<file path="src/rtl/difftest_step_pkg.sv">
// Shared types and constants for the difftest step controller.
package difftest_step_pkg;

  typedef enum logic [2:0] {
    ST_IDLE     = 3'd0,
    ST_INIT     = 3'd1,
    ST_RUN      = 3'd2,
    ST_WAIT_RSP = 3'd3,
    ST_EXIT     = 3'd4,
    ST_FAIL     = 3'd5,
    ST_TIMEOUT  = 3'd6
  } state_e;

  localparam logic [7:0] DEFAULT_EXIT_CODE = 8'hFF;
  localparam logic [7:0] RSP_PASS          = 8'h00;

  function automatic int unsigned core_idx_w(input int unsigned n);
    return (n <= 1) ? 1 : $clog2(n);
  endfunction

endpackage

</file>
<file path="src/rtl/difftest_rr_arbiter.sv">
// Round-robin picker: first requesting core at or after ptr_i, wrapping to the lowest.
module difftest_rr_arbiter
  import difftest_step_pkg::*;
#(
  parameter  int unsigned NUM_CORES = 1,
  localparam int unsigned IW        = core_idx_w(NUM_CORES)
) (
  input  logic [NUM_CORES-1:0] req_i,
  input  logic [IW-1:0]        ptr_i,
  output logic [IW-1:0]        winner_o,
  output logic                 any_o
);

  logic          hit_hi;
  logic [IW-1:0] hi_idx;
  logic [IW-1:0] lo_idx;

  // Two ascending scans replace a modulo walk so non-power-of-two core counts stay simple.
  always_comb begin
    hit_hi = 1'b0;
    hi_idx = '0;
    lo_idx = '0;
    any_o  = 1'b0;
    for (int unsigned i = 0; i < NUM_CORES; i++) begin
      if (req_i[i]) begin
        if (!hit_hi && (i >= 32'(ptr_i))) begin
          hit_hi = 1'b1;
          hi_idx = IW'(i);
        end
        if (!any_o) begin
          any_o  = 1'b1;
          lo_idx = IW'(i);
        end
      end
    end
    winner_o = hit_hi ? hi_idx : lo_idx;
  end

endmodule

</file>
<file path="src/rtl/difftest_step_ctrl.sv">
// Multi-core difftest step controller: accumulates commit steps per core and
// sequences init/run/check/exit/fail/timeout against an external checker.
module difftest_step_ctrl
  import difftest_step_pkg::*;
#(
  parameter  int unsigned NUM_CORES   = 1,
  parameter  int unsigned STEP_WIDTH  = 8,
  parameter  int unsigned ACC_WIDTH   = 16,
  parameter  int unsigned CYCLE_WIDTH = 64,
  parameter  logic [7:0]  EXIT_CODE   = DEFAULT_EXIT_CODE,
  localparam int unsigned IW          = core_idx_w(NUM_CORES)
) (
  input  logic                            clock,
  input  logic                            reset,
  input  logic [NUM_CORES*STEP_WIDTH-1:0] core_step,
  input  logic [CYCLE_WIDTH-1:0]          max_cycles,
  output logic                            init_valid,
  output logic                            req_valid,
  input  logic                            req_ready,
  output logic [IW-1:0]                   req_core,
  output logic [ACC_WIDTH-1:0]            req_steps,
  input  logic                            rsp_valid,
  input  logic [7:0]                      rsp_code,
  output logic [2:0]                      state,
  output logic                            done,
  output logic                            fail,
  output logic                            timeout,
  output logic                            step_overflow,
  output logic [CYCLE_WIDTH-1:0]          n_cycles,
  output logic [CYCLE_WIDTH-1:0]          fail_cycle
);

  state_e                 state_q, state_d;
  logic [STEP_WIDTH-1:0]  step_q [NUM_CORES];
  logic [ACC_WIDTH-1:0]   acc_q  [NUM_CORES];
  logic [ACC_WIDTH-1:0]   acc_d  [NUM_CORES];
  logic [IW-1:0]          ptr_q, ptr_d;
  logic                   hold_q, hold_d;
  logic [IW-1:0]          hold_core_q, hold_core_d;
  logic [ACC_WIDTH-1:0]   hold_steps_q, hold_steps_d;
  logic                   ovf_q, ovf_d;
  logic [CYCLE_WIDTH-1:0] ncyc_q, ncyc_d;
  logic [CYCLE_WIDTH-1:0] fcyc_q, fcyc_d;
  logic [NUM_CORES-1:0]   nz;
  logic [IW-1:0]          rr_winner;
  logic                   rr_any;
  logic                   active, tmo, hs;
  logic [ACC_WIDTH:0]     sum;

  always_comb begin
    for (int unsigned i = 0; i < NUM_CORES; i++) nz[i] = (acc_q[i] != '0);
  end

  difftest_rr_arbiter #(.NUM_CORES(NUM_CORES)) u_arb (
    .req_i    (nz),
    .ptr_i    (ptr_q),
    .winner_o (rr_winner),
    .any_o    (rr_any)
  );

  assign active = (state_q == ST_INIT) || (state_q == ST_RUN) || (state_q == ST_WAIT_RSP);
  assign tmo    = ((state_q == ST_RUN) || (state_q == ST_WAIT_RSP)) &&
                  (max_cycles != '0) && (ncyc_q >= max_cycles);
  assign hs     = req_valid && req_ready;

  assign state         = state_q;
  assign done          = (state_q == ST_EXIT);
  assign fail          = (state_q == ST_FAIL);
  assign timeout       = (state_q == ST_TIMEOUT);
  assign step_overflow = ovf_q;
  assign n_cycles      = ncyc_q;
  assign fail_cycle    = fcyc_q;

  always_comb begin
    state_d      = state_q;
    ptr_d        = ptr_q;
    hold_d       = hold_q;
    hold_core_d  = hold_core_q;
    hold_steps_d = hold_steps_q;
    fcyc_d       = fcyc_q;
    ncyc_d       = active ? ncyc_q + 1'b1 : ncyc_q;
    init_valid   = 1'b0;
    req_valid    = 1'b0;
    req_core     = '0;
    req_steps    = '0;
    unique case (state_q)
      ST_IDLE: state_d = ST_INIT;
      ST_INIT: begin
        init_valid = 1'b1;
        state_d    = ST_RUN;
      end
      ST_RUN: begin
        // A stalled request keeps its captured core/count while the accumulator grows.
        req_valid = !tmo && (hold_q || rr_any);
        if (req_valid) begin
          req_core  = hold_q ? hold_core_q  : rr_winner;
          req_steps = hold_q ? hold_steps_q : acc_q[rr_winner];
        end
        if (tmo) begin
          state_d = ST_TIMEOUT;
          hold_d  = 1'b0;
        end else if (req_valid && req_ready) begin
          state_d = ST_WAIT_RSP;
          hold_d  = 1'b0;
          ptr_d   = (req_core == IW'(NUM_CORES - 1)) ? '0 : req_core + 1'b1;
        end else if (req_valid) begin
          hold_d       = 1'b1;
          hold_core_d  = req_core;
          hold_steps_d = req_steps;
        end
      end
      ST_WAIT_RSP: begin
        if (rsp_valid && (rsp_code != RSP_PASS) && (rsp_code != EXIT_CODE)) begin
          state_d = ST_FAIL;
          fcyc_d  = ncyc_q;
        end else if (rsp_valid && (rsp_code == EXIT_CODE)) begin
          state_d = ST_EXIT;
        end else if (tmo) begin
          state_d = ST_TIMEOUT;
        end else if (rsp_valid) begin
          state_d = ST_RUN;
        end
      end
      default: state_d = state_q;
    endcase
  end

  // Add and subtract land together; saturation judges the combined result.
  always_comb begin
    ovf_d = ovf_q;
    sum   = '0;
    for (int unsigned i = 0; i < NUM_CORES; i++) begin
      sum = {1'b0, acc_q[i]} + (ACC_WIDTH+1)'(step_q[i]);
      if (hs && (req_core == IW'(i))) sum = sum - {1'b0, req_steps};
      if (!active) sum = {1'b0, acc_q[i]};
      if (sum[ACC_WIDTH]) begin
        acc_d[i] = '1;
        ovf_d    = 1'b1;
      end else begin
        acc_d[i] = sum[ACC_WIDTH-1:0];
      end
    end
  end

  always_ff @(posedge clock) begin
    if (reset) begin
      state_q      <= ST_IDLE;
      ptr_q        <= '0;
      hold_q       <= 1'b0;
      hold_core_q  <= '0;
      hold_steps_q <= '0;
      ovf_q        <= 1'b0;
      ncyc_q       <= '0;
      fcyc_q       <= '0;
      for (int unsigned i = 0; i < NUM_CORES; i++) begin
        step_q[i] <= '0;
        acc_q[i]  <= '0;
      end
    end else begin
      state_q      <= state_d;
      ptr_q        <= ptr_d;
      hold_q       <= hold_d;
      hold_core_q  <= hold_core_d;
      hold_steps_q <= hold_steps_d;
      ovf_q        <= ovf_d;
      ncyc_q       <= ncyc_d;
      fcyc_q       <= fcyc_d;
      for (int unsigned i = 0; i < NUM_CORES; i++) begin
        step_q[i] <= core_step[i*STEP_WIDTH +: STEP_WIDTH];
        acc_q[i]  <= acc_d[i];
      end
    end
  end

endmodule
</file>
<file path="config.mk">
export PLATFORM = sky130hd
export DESIGN_NAME = difftest_step_ctrl
export DESIGN_NICKNAME = d
export VERILOG_FILES = /design/src/rtl/difftest_step_pkg.sv /design/src/rtl/difftest_rr_arbiter.sv /design/src/rtl/difftest_step_ctrl.sv
export SDC_FILE = /design/constraint.sdc
export NUM_CORES = 1
export LEC_CHECK = 0
export ABC_AREA = 1
export BUFFER_PORTS_ARGS = -buffer_cell sky130_fd_sc_hd__buf_2
export CAP_MARGIN = 20
export CORE_MARGIN = 1.5
export CORE_UTILIZATION = 25
export CTS_CLUSTER_DIAMETER = 80
export DETAILED_ROUTE_END_ITERATION = 8
export HOLD_SLACK_MARGIN = 0.02
export SYNTH_ARGS = -nofsm -noshare
export SYNTH_HDL_FRONTEND = slang
export SYNTH_SLANG_ARGS = --single-unit
</file>
<file path="constraint.sdc">
create_clock -name clock -period 5 [get_ports clock]
set_input_delay 0.25 -clock clock [delete_from_list [all_inputs] [get_ports clock]]
set_output_delay 0.25 -clock clock [all_outputs]
set_load 0.02 [all_outputs]
</file>
# Word-level counts from Yosys, hierarchy flattened
# Memories as Yosys holds them, arrays and structs flattened.
# Index checks and enable logic that the tools add are counted.
word_totals:
  register_bits: 150
  mem_bits_rw: 24
  in_bits: 84
  n_memories: 2
op_classes:
  n_addsub: 3
  n_lt_le_gt_ge: 1
  n_eq_ne: 10
  n_mux: 29
  bitwise: 3
  reduce_logical: 26
mem_list:
  columns: ["memory", "depth", "width", "rd", "rd_clocked_by_memory_dff", "write_ports", "line", "source"]
  rows:
  - ["acc_q", 1, 16, 2, 0, 1, "difftest_step_ctrl.sv:35", "logic [ACC_WIDTH-1:0] acc_q [NUM_CORES];"]
  - ["step_q", 1, 8, 1, 0, 1, "difftest_step_ctrl.sv:34", "logic [STEP_WIDTH-1:0] step_q [NUM_CORES];"]
op_table:
  columns: ["op", "n"]
  rows:
  - ["two-way mux 16 bit", 5]
  - ["adder 64 x 1 -> 64 bit, second input constant", 1]
  - ["greater-or-equal comparator 64 bit", 1]
  - ["nonzero test 64 bit", 1]
  - ["two-way mux 17 bit", 2]
  - ["two-way mux 3 bit", 6]
  - ["adder 16 x 8 -> 17 bit", 1]
  - ["subtractor 17 x 16 -> 17 bit", 1]
  - ["nonzero test 16 bit", 1]
  - ["OR reduction 16 bit", 1]
  - ["two-way mux 1 bit", 14]
  - ["one-hot mux 3 bit (4 select lines)", 1]
  - ["equality test 3 bit, second input constant", 3]
  - ["logical AND 1 bit", 9]
  - ["equality test 8 bit, second input constant", 1]
  - ["two-way mux 8 bit", 1]
  - ["inequality test 8 bit, second input constant", 1]
  - ["nonzero test 8 bit", 1]
  - ["OR reduction 8 bit", 1]
  - ["equality test 3 x 2 -> 1 bit, second input constant", 2]
  - ["inequality test 5 x 3 -> 1 bit, second input constant", 1]
  - ["logical OR 1 bit", 4]
  - ["AND reduction 2 bit", 2]
  - ["AND reduction 4 bit", 1]
  - ["8 further kinds", 10]

# Logic depth before layout (Yosys ltp)
logic_depth:
  word_depth: 14
  ltp_mapped: 36
  depth_no_buf: 34

# By module
# A second synthesis with hierarchy kept.
unflattened:
  cells_unflattened: 1725
  area_unflattened_um2: 11536.1
modules_own_cells:
  columns: ["mod", "instances", "cells_each", "area_per_inst_um2", "seq_area_each_um2"]
  rows:
  - ["difftest_step_ctrl", 1, 1722, 11517.3, 3483.3]
  - ["difftest_rr_arbiter", 1, 3, 18.8, 0.0]

# Least setup slack after synthesis
# No wires, ideal clock.
synth_timing:
  path_type: "register to register"
  startpoint: "reg ncyc_q[11] (netlist: n_cycles[11])"
  endpoint: "mem acc_q[0][14]"
  setup_ns: 0.117
  arrival_time_ns: 4.500
  t_required_ns: 4.883
  slack_ns: 0.383
  path_stages_with_launch: 36
  n_path_buf: 2
  synth_period_minus_slack_ns: 4.617
  path_cell_list: "dfxtp_1 > ha_1 > nand2_1 > inv_1 > nand2_1 > nand2_1 > nand2_1 > nand2_1 > nor2_1 > nand2_1 > nand2_1 > nand2_1 > nand2_1 > nand2_1 > nand2_2 > nand2_2 > nor2_4 > inv_2 > buf_2 > a21oi_1 > ha_1 > fa_1 > nand3b_1 > nand2_1 > a21boi_0 > o21ai_1 > nand2_1 > nand2_1 > or2_1 > nand2_1 > inv_1 > nand3_1 > nand3_1 > buf_2 > nor2_1 > nor2_1"
synth_rtl:
  columns: ["item", "line", "source"]
  rows:
  - ["start: declaration", "difftest_step_ctrl.sv:42", "logic [CYCLE_WIDTH-1:0] ncyc_q, ncyc_d;"]
  - ["start signal: assignment", "difftest_step_ctrl.sv:166", "ncyc_q <= ncyc_d;"]
  - ["greater-or-equal comparator 64 bit", "difftest_step_ctrl.sv:63", "(max_cycles != '0) && (ncyc_q >= max_cycles);"]
  - ["logical AND 1 bit", "difftest_step_ctrl.sv:63", null]
  - ["logical NOT 1 bit", "difftest_step_ctrl.sv:94", "req_valid = !tmo && (hold_q || rr_any);"]
  - ["logical AND 1 bit", "difftest_step_ctrl.sv:94", null]
  - ["two-way mux 1 bit", "difftest_step_ctrl.sv:86", "unique case (state_q)"]
  - ["via req_valid", "difftest_step_ctrl.sv:18", "output logic req_valid,"]
  - ["logical AND 1 bit", "difftest_step_ctrl.sv:64", "assign hs = req_valid && req_ready;"]
  - ["logical AND 1 bit", "difftest_step_ctrl.sv:134", "if (hs && (req_core == IW'(i))) sum = sum - {1'b0, req_steps};"]
  - ["two-way mux 17 bit", "difftest_step_ctrl.sv:134", null]
  - ["two-way mux 17 bit", "difftest_step_ctrl.sv:135", "if (!active) sum = {1'b0, acc_q[i]};"]
  - ["two-way mux 16 bit", "difftest_step_ctrl.sv:136", "if (sum[ACC_WIDTH]) begin"]
  - ["two-way mux 16 bit (no line)", null, null]
  - ["end: declaration", "difftest_step_ctrl.sv:35", null]
# The timed path passes the listed nets, and every way through them passes these cells.

# Final worst setup path
layout_timing:
  startpoint: "reg ncyc_q[3] (netlist: n_cycles[3])"
  endpoint: "mem acc_q[0][13]"
layout_via:
  elab_chain_len: 12
layout_rtl:
  columns: ["item", "line"]
  rows:
  - ["greater-or-equal comparator 64 bit *", "difftest_step_ctrl.sv:63"]
  - ["logical AND 1 bit *", "difftest_step_ctrl.sv:63"]
  - ["logical NOT 1 bit *", "difftest_step_ctrl.sv:94"]
  - ["logical AND 1 bit *", "difftest_step_ctrl.sv:94"]
  - ["branches (longest 4 deep; another with subtractor 17 x 16 -> 17 bit)", null]
  - ["two-way mux 17 bit *", "difftest_step_ctrl.sv:134"]
  - ["two-way mux 17 bit *", "difftest_step_ctrl.sv:135"]
  - ["two-way mux 16 bit *", "difftest_step_ctrl.sv:136"]
  - ["two-way mux 16 bit (no line) *", null]
# Every way passes the cells marked *.

==> results <==
- The run finished with clean final reports.
- The repair_antennas step left the layout with diodes totalling 0.
- The data arrival time of the critical path is 4.88 ns.
- At the pin with the least slew margin, the transition time is between 0.9 and 1 ns.
- The first global-routing pass estimated roughly 58 mm of wire.
- The via-per-instance ratio is 4.51.
- The number of synthesized flops with an enable pin is 0.
- The commonest cells after synthesis are sky130_fd_sc_hd__inv_1, sky130_fd_sc_hd__nand2_1, sky130_fd_sc_hd__a21oi_1, sky130_fd_sc_hd__nor2_1, sky130_fd_sc_hd__dfxtp_1.
- The largest net degree at the start of global routing is slightly above 80.
- The simple-gate portion of the synthesized area is between 20% and 30%.
- The share of total power in the clock network is roughly a quarter.
- The maximum count of clock buffers along a single path is 2.
- Across the routed clock network, the largest skew measured is ~0.011 ns.
- The total core area is 44000 µm².
- TritonCTS built the clock tree.
- After clock tree synthesis, the clock-pin slew on the worst setup and hold paths is roughly 0.070 ns.
- The floorplan die height is around 210 µm.
- The multiplexer fraction of the synthesized cell area is less than 1%.
- In this run the worst setup path begins at n_cycles[3].
- In this run the mean area of a mapped cell was 6.76 µm².
- In this run, the combinational gates consume between 40% and 50% of the power.
- STA classifies the critical path endpoint as a register.
- The routability congestion estimate is ~0.9.
- Summing the sequential cell areas from Yosys gives around a third of the chip area.
- The clock tree synthesis step divided the H-tree into 4 levels.
- Global routing used between 10% and 20% of the available tracks.
- The net switching fraction of the power is 41.9%.
- The post-route fraction of the period consumed by the critical path is roughly 90%.
- The final count of hold timing violations is 0.
- The element type at the critical path start is a register.
- The clock root buffer is sky130_fd_sc_hd__clkbuf_16.
- During I/O placement, the number of pins put on the boundary was 238.
- The wire length after detailed routing is around 38 mm.
- Once detail routing completed, the nets flagged for antenna violations numbered 0.
- The cell type contributing the most total cell area after synthesis is sky130_fd_sc_hd__dfxtp_1.
- The time the worst path needs with I/O delays and setup is around 4.5 ns.
- The CTS sink count is approximately 170.
- The initial DRC count is ~710.
- The reg-to-reg critical path endpoint is acc_q[0][13].
- The max-slew headroom at the worst pin is about 36%.
- Across all register-to-register paths, the minimum setup slack is 0.49 ns.
- The number of storage elements in the synthesis netlist is ~170.
- The tool flagged a number of max-cap violations equal to 0.
- Yosys printed 0 warnings.
- The class of the most critical hold timing path is input port to register.
- The horizontal die dimension is 214 µm.
- The cell with the biggest individual delay on the critical path is sky130_fd_sc_hd__ha_1.
- The total congestion overflow is 0.
- The number of global-route vias before repair is about 11000.
- Fill cells in the final layout number ~4800.
- The total number of nets in the final design is 2098.
- The total power is approximately 5.5 mW.
- The synthesized netlist cell count is approximately 1600.
- The number of cells on the worst reg-to-reg path is 29.
- The number of buffers added by the clock tree synthesis step is 17.
- The static leakage power is around 6.5 nW.
- For this run, asynchronously set or reset flops after synthesis account for 0%.
- The synthesized-area fraction occupied by adder cells is about 10%.
- Of all nets on the critical path, the largest fanout is 16.
- For this run, the leading register cell type out of synthesis is sky130_fd_sc_hd__dfxtp_1.
- The cell seen most often among critical-path stages is sky130_fd_sc_hd__nand2_1.
- The startpoint of the most critical hold path is rsp_code[6].
- For the final routed database, the setup TNS stands at 0 ns.
- Setup repair after global routing left no endpoint under its margin.
- The source-to-sink clock delay at the later pin of the worst-skew pair is between 0.4 and 0.5 ns.
- The number of rows in the core area is a little under 80.
- Yosys mapped the design onto 46 distinct sky130hd cell types.
- The multi-input combinational cell area is 6340 µm².
- The number of post-CTS setup repair buffers is 0.
- The hold-critical path depth is 6.
- By area, the combinational part of the netlist is dominated by simple AND/OR/NAND/NOR gates.
- The share of the synthesized netlist area taken by xor and xnor gates is 2.92%.
- Compared with the post-synthesis result, the final layout area differs by 26.2%.
- The start of the worst register-to-register path is n_cycles[3].
- The critical path in this run is classified as register to register.
- Summed over all nets, the half-perimeter wirelength after detailed placement is between 30 and 40 mm.
- In this run the biggest area consumer among cell types represents a little under a third of the synthesized area.
- Cells with a size suffix above 1 make up 19.1% of the layout.
- In the final routed layout, each cell accounts on average for roughly 15 µm.
- The power spent charging and discharging nets is roughly 2.3 mW.
- The mapped netlist covers between 10000 and 15000 µm².
- The most repeated cell in the gate-level netlist after synthesis is sky130_fd_sc_hd__inv_1.
- Setup violations remaining at the end of the flow were counted as 0.
- The number of antenna violations at the first check in global routing is 0.
- The path with the worst hold slack has its endpoint at state[1].
- The sequential cells in the finished layout cover a total of ~3500 µm².
- Static timing analysis puts the maximum clock frequency at roughly 0.22 GHz.
- In the post-synthesis netlist, the biggest area contributors are sky130_fd_sc_hd__dfxtp_1, sky130_fd_sc_hd__ha_1, sky130_fd_sc_hd__inv_1.
- The number of slew-limit violations in the final report is 0.
- The count of buffers added on input and output ports is ~240.
- For this design the ratio of total power to cell area is between 300 and 400 nW/µm².
- For this configuration, the core starts out at a cell density of roughly 25%.
- The post-synthesis net count is roughly 1800.
- Per report_power, the sequential group accounts for a little under a third of the total.
- Across the VDD grid, the largest voltage drop is between 0.2 and 0.25 mV.
- The length of the first detailed-routing pass in iterations is 5.
- The internal power contribution is approximately 3.2 mW.
- In this design, the stage delay of the slowest critical-path cell is slightly below 0.4 ns.
- The data required time at the worst endpoint is 5.37 ns.
- The synthesized netlist devotes between 10% and 20% of its cell area to compound gates.
- For this run, design rule violations remaining after detail routing come to 0.
- Summing over every cut layer, the via total after detailed routing is about 11000.
- The die covers between 40000 and 50000 µm².
worst max-delay path by stage:
stage,endpoint,slack [ns],cells after the start
final,acc_q[0][13],0.49,29
after global routing,acc_q[0][13],0.03,31
after CTS,acc_q[0][13],0.008,28
after detailed placement,acc_q[0][13],-0.02,30
after global placement,acc_q[0][10],0.04,30
after floorplan,acc_q[0][14],0.38,35
power groups by stage:
stage	sequential [mW]	clock [mW]	combinational [mW]
after floorplan	1.77	0	1.61
after global placement	1.72	0	2.37
after detailed placement	1.72	0	2.37
after CTS	1.69	1.46	2.39
after global routing	1.71	1.51	2.68
final	1.69	1.40	2.39
logic make-up (layout without fill, tap and decap cells):
group                      count (synthesis)  in the layout
AOI/OAI and AO/OA                        343            343
xor gates and xnor gates                  37             37
adders and majority gates                 91             91
buffers and inverters                    342            633
DFF                                      174            174
muxes                                     10             10
and+or+nand+nor                          644            644
per-layer routing:
layer / GRT usage (%) / part of all wire [%] / up-vias / wire, µm
li1: - / - / 5923 / -
met1: 21.0 / 46 / 5146 / 17300
met2: 28.2 / 47 / 290 / 17900
met3: 4.14 / 5.4 / 35 / 2050
met4: 5.59 / 2.0 / 0 / 763
met5: 0 / 0 / - / 0
registers in the layout (all words and copies together), names as in the netlist:
signal and flops:
hold_core_q 1, step_q 8, state 3, n_cycles 64, fail_cycle 64, hold_q 1, hold_steps_q 16, step_overflow 1
acc_q 16
layout by cell type, fill, tap and decap left out, types with 31 or more instances in the layout:
master	count
sky130_fd_sc_hd__o21ai_0	130
sky130_fd_sc_hd__a21oi_1	182
sky130_fd_sc_hd__nor3_1	53
sky130_fd_sc_hd__buf_4	63
sky130_fd_sc_hd__nand3_1	58
sky130_fd_sc_hd__ha_1	89
sky130_fd_sc_hd__inv_1	291
sky130_fd_sc_hd__nand4_1	33
sky130_fd_sc_hd__nor4_1	31
sky130_fd_sc_hd__nor2_1	175
sky130_fd_sc_hd__dfxtp_1	173
sky130_fd_sc_hd__buf_2	237
sky130_fd_sc_hd__nand2_1	248
area by class of cell:
class	count	share of cell area (%)
Clock inverter	7	0.822
Timing Repair Buffer	309	12.5
Clock buffer	21	3.29
Sequential cell	174	24.9
Tap cell	592	5.29
Multi-Input combinational cell	1125	45.3
Inverter	296	7.96
critical path, delay by kind of cell (launching register included):
family | cells | cell delay, ns
AOI/OAI and AO/OA | 4 | 0.72
adders and majority gates | 2 | 0.72
DFF | 1 | 0.33
and+or+nand+nor | 20 | 2.36
buffers and inverters | 3 | 0.26
per-stage QoR:
step	instances	instance area [µm²]	utilization [%]	worst slack [ns]	hold WS [ns]
2_1_floorplan	1641	11100	-	0.383	0.357
3_5_place_dp	2487	13300	30.2	-0.0228	0.434
4_1_cts	2523	14000	31.7	0.00769	0.112
5_1_grt	2524	14000	31.8	0.0289	0.175
6_report	2524	14000	31.8	0.489	0.159
3_3_place_gp	2487	13300	30.2	0.0392	0.429
what timing repair did:
action / in CTS / in global routing
hold buffers: 8 / 0
resized for setup: 0 / 9
hold endpoints to repair: 8 / 0
endpoints found under the setup margin: 0 / 16
(Power assumes the default switching activity.)
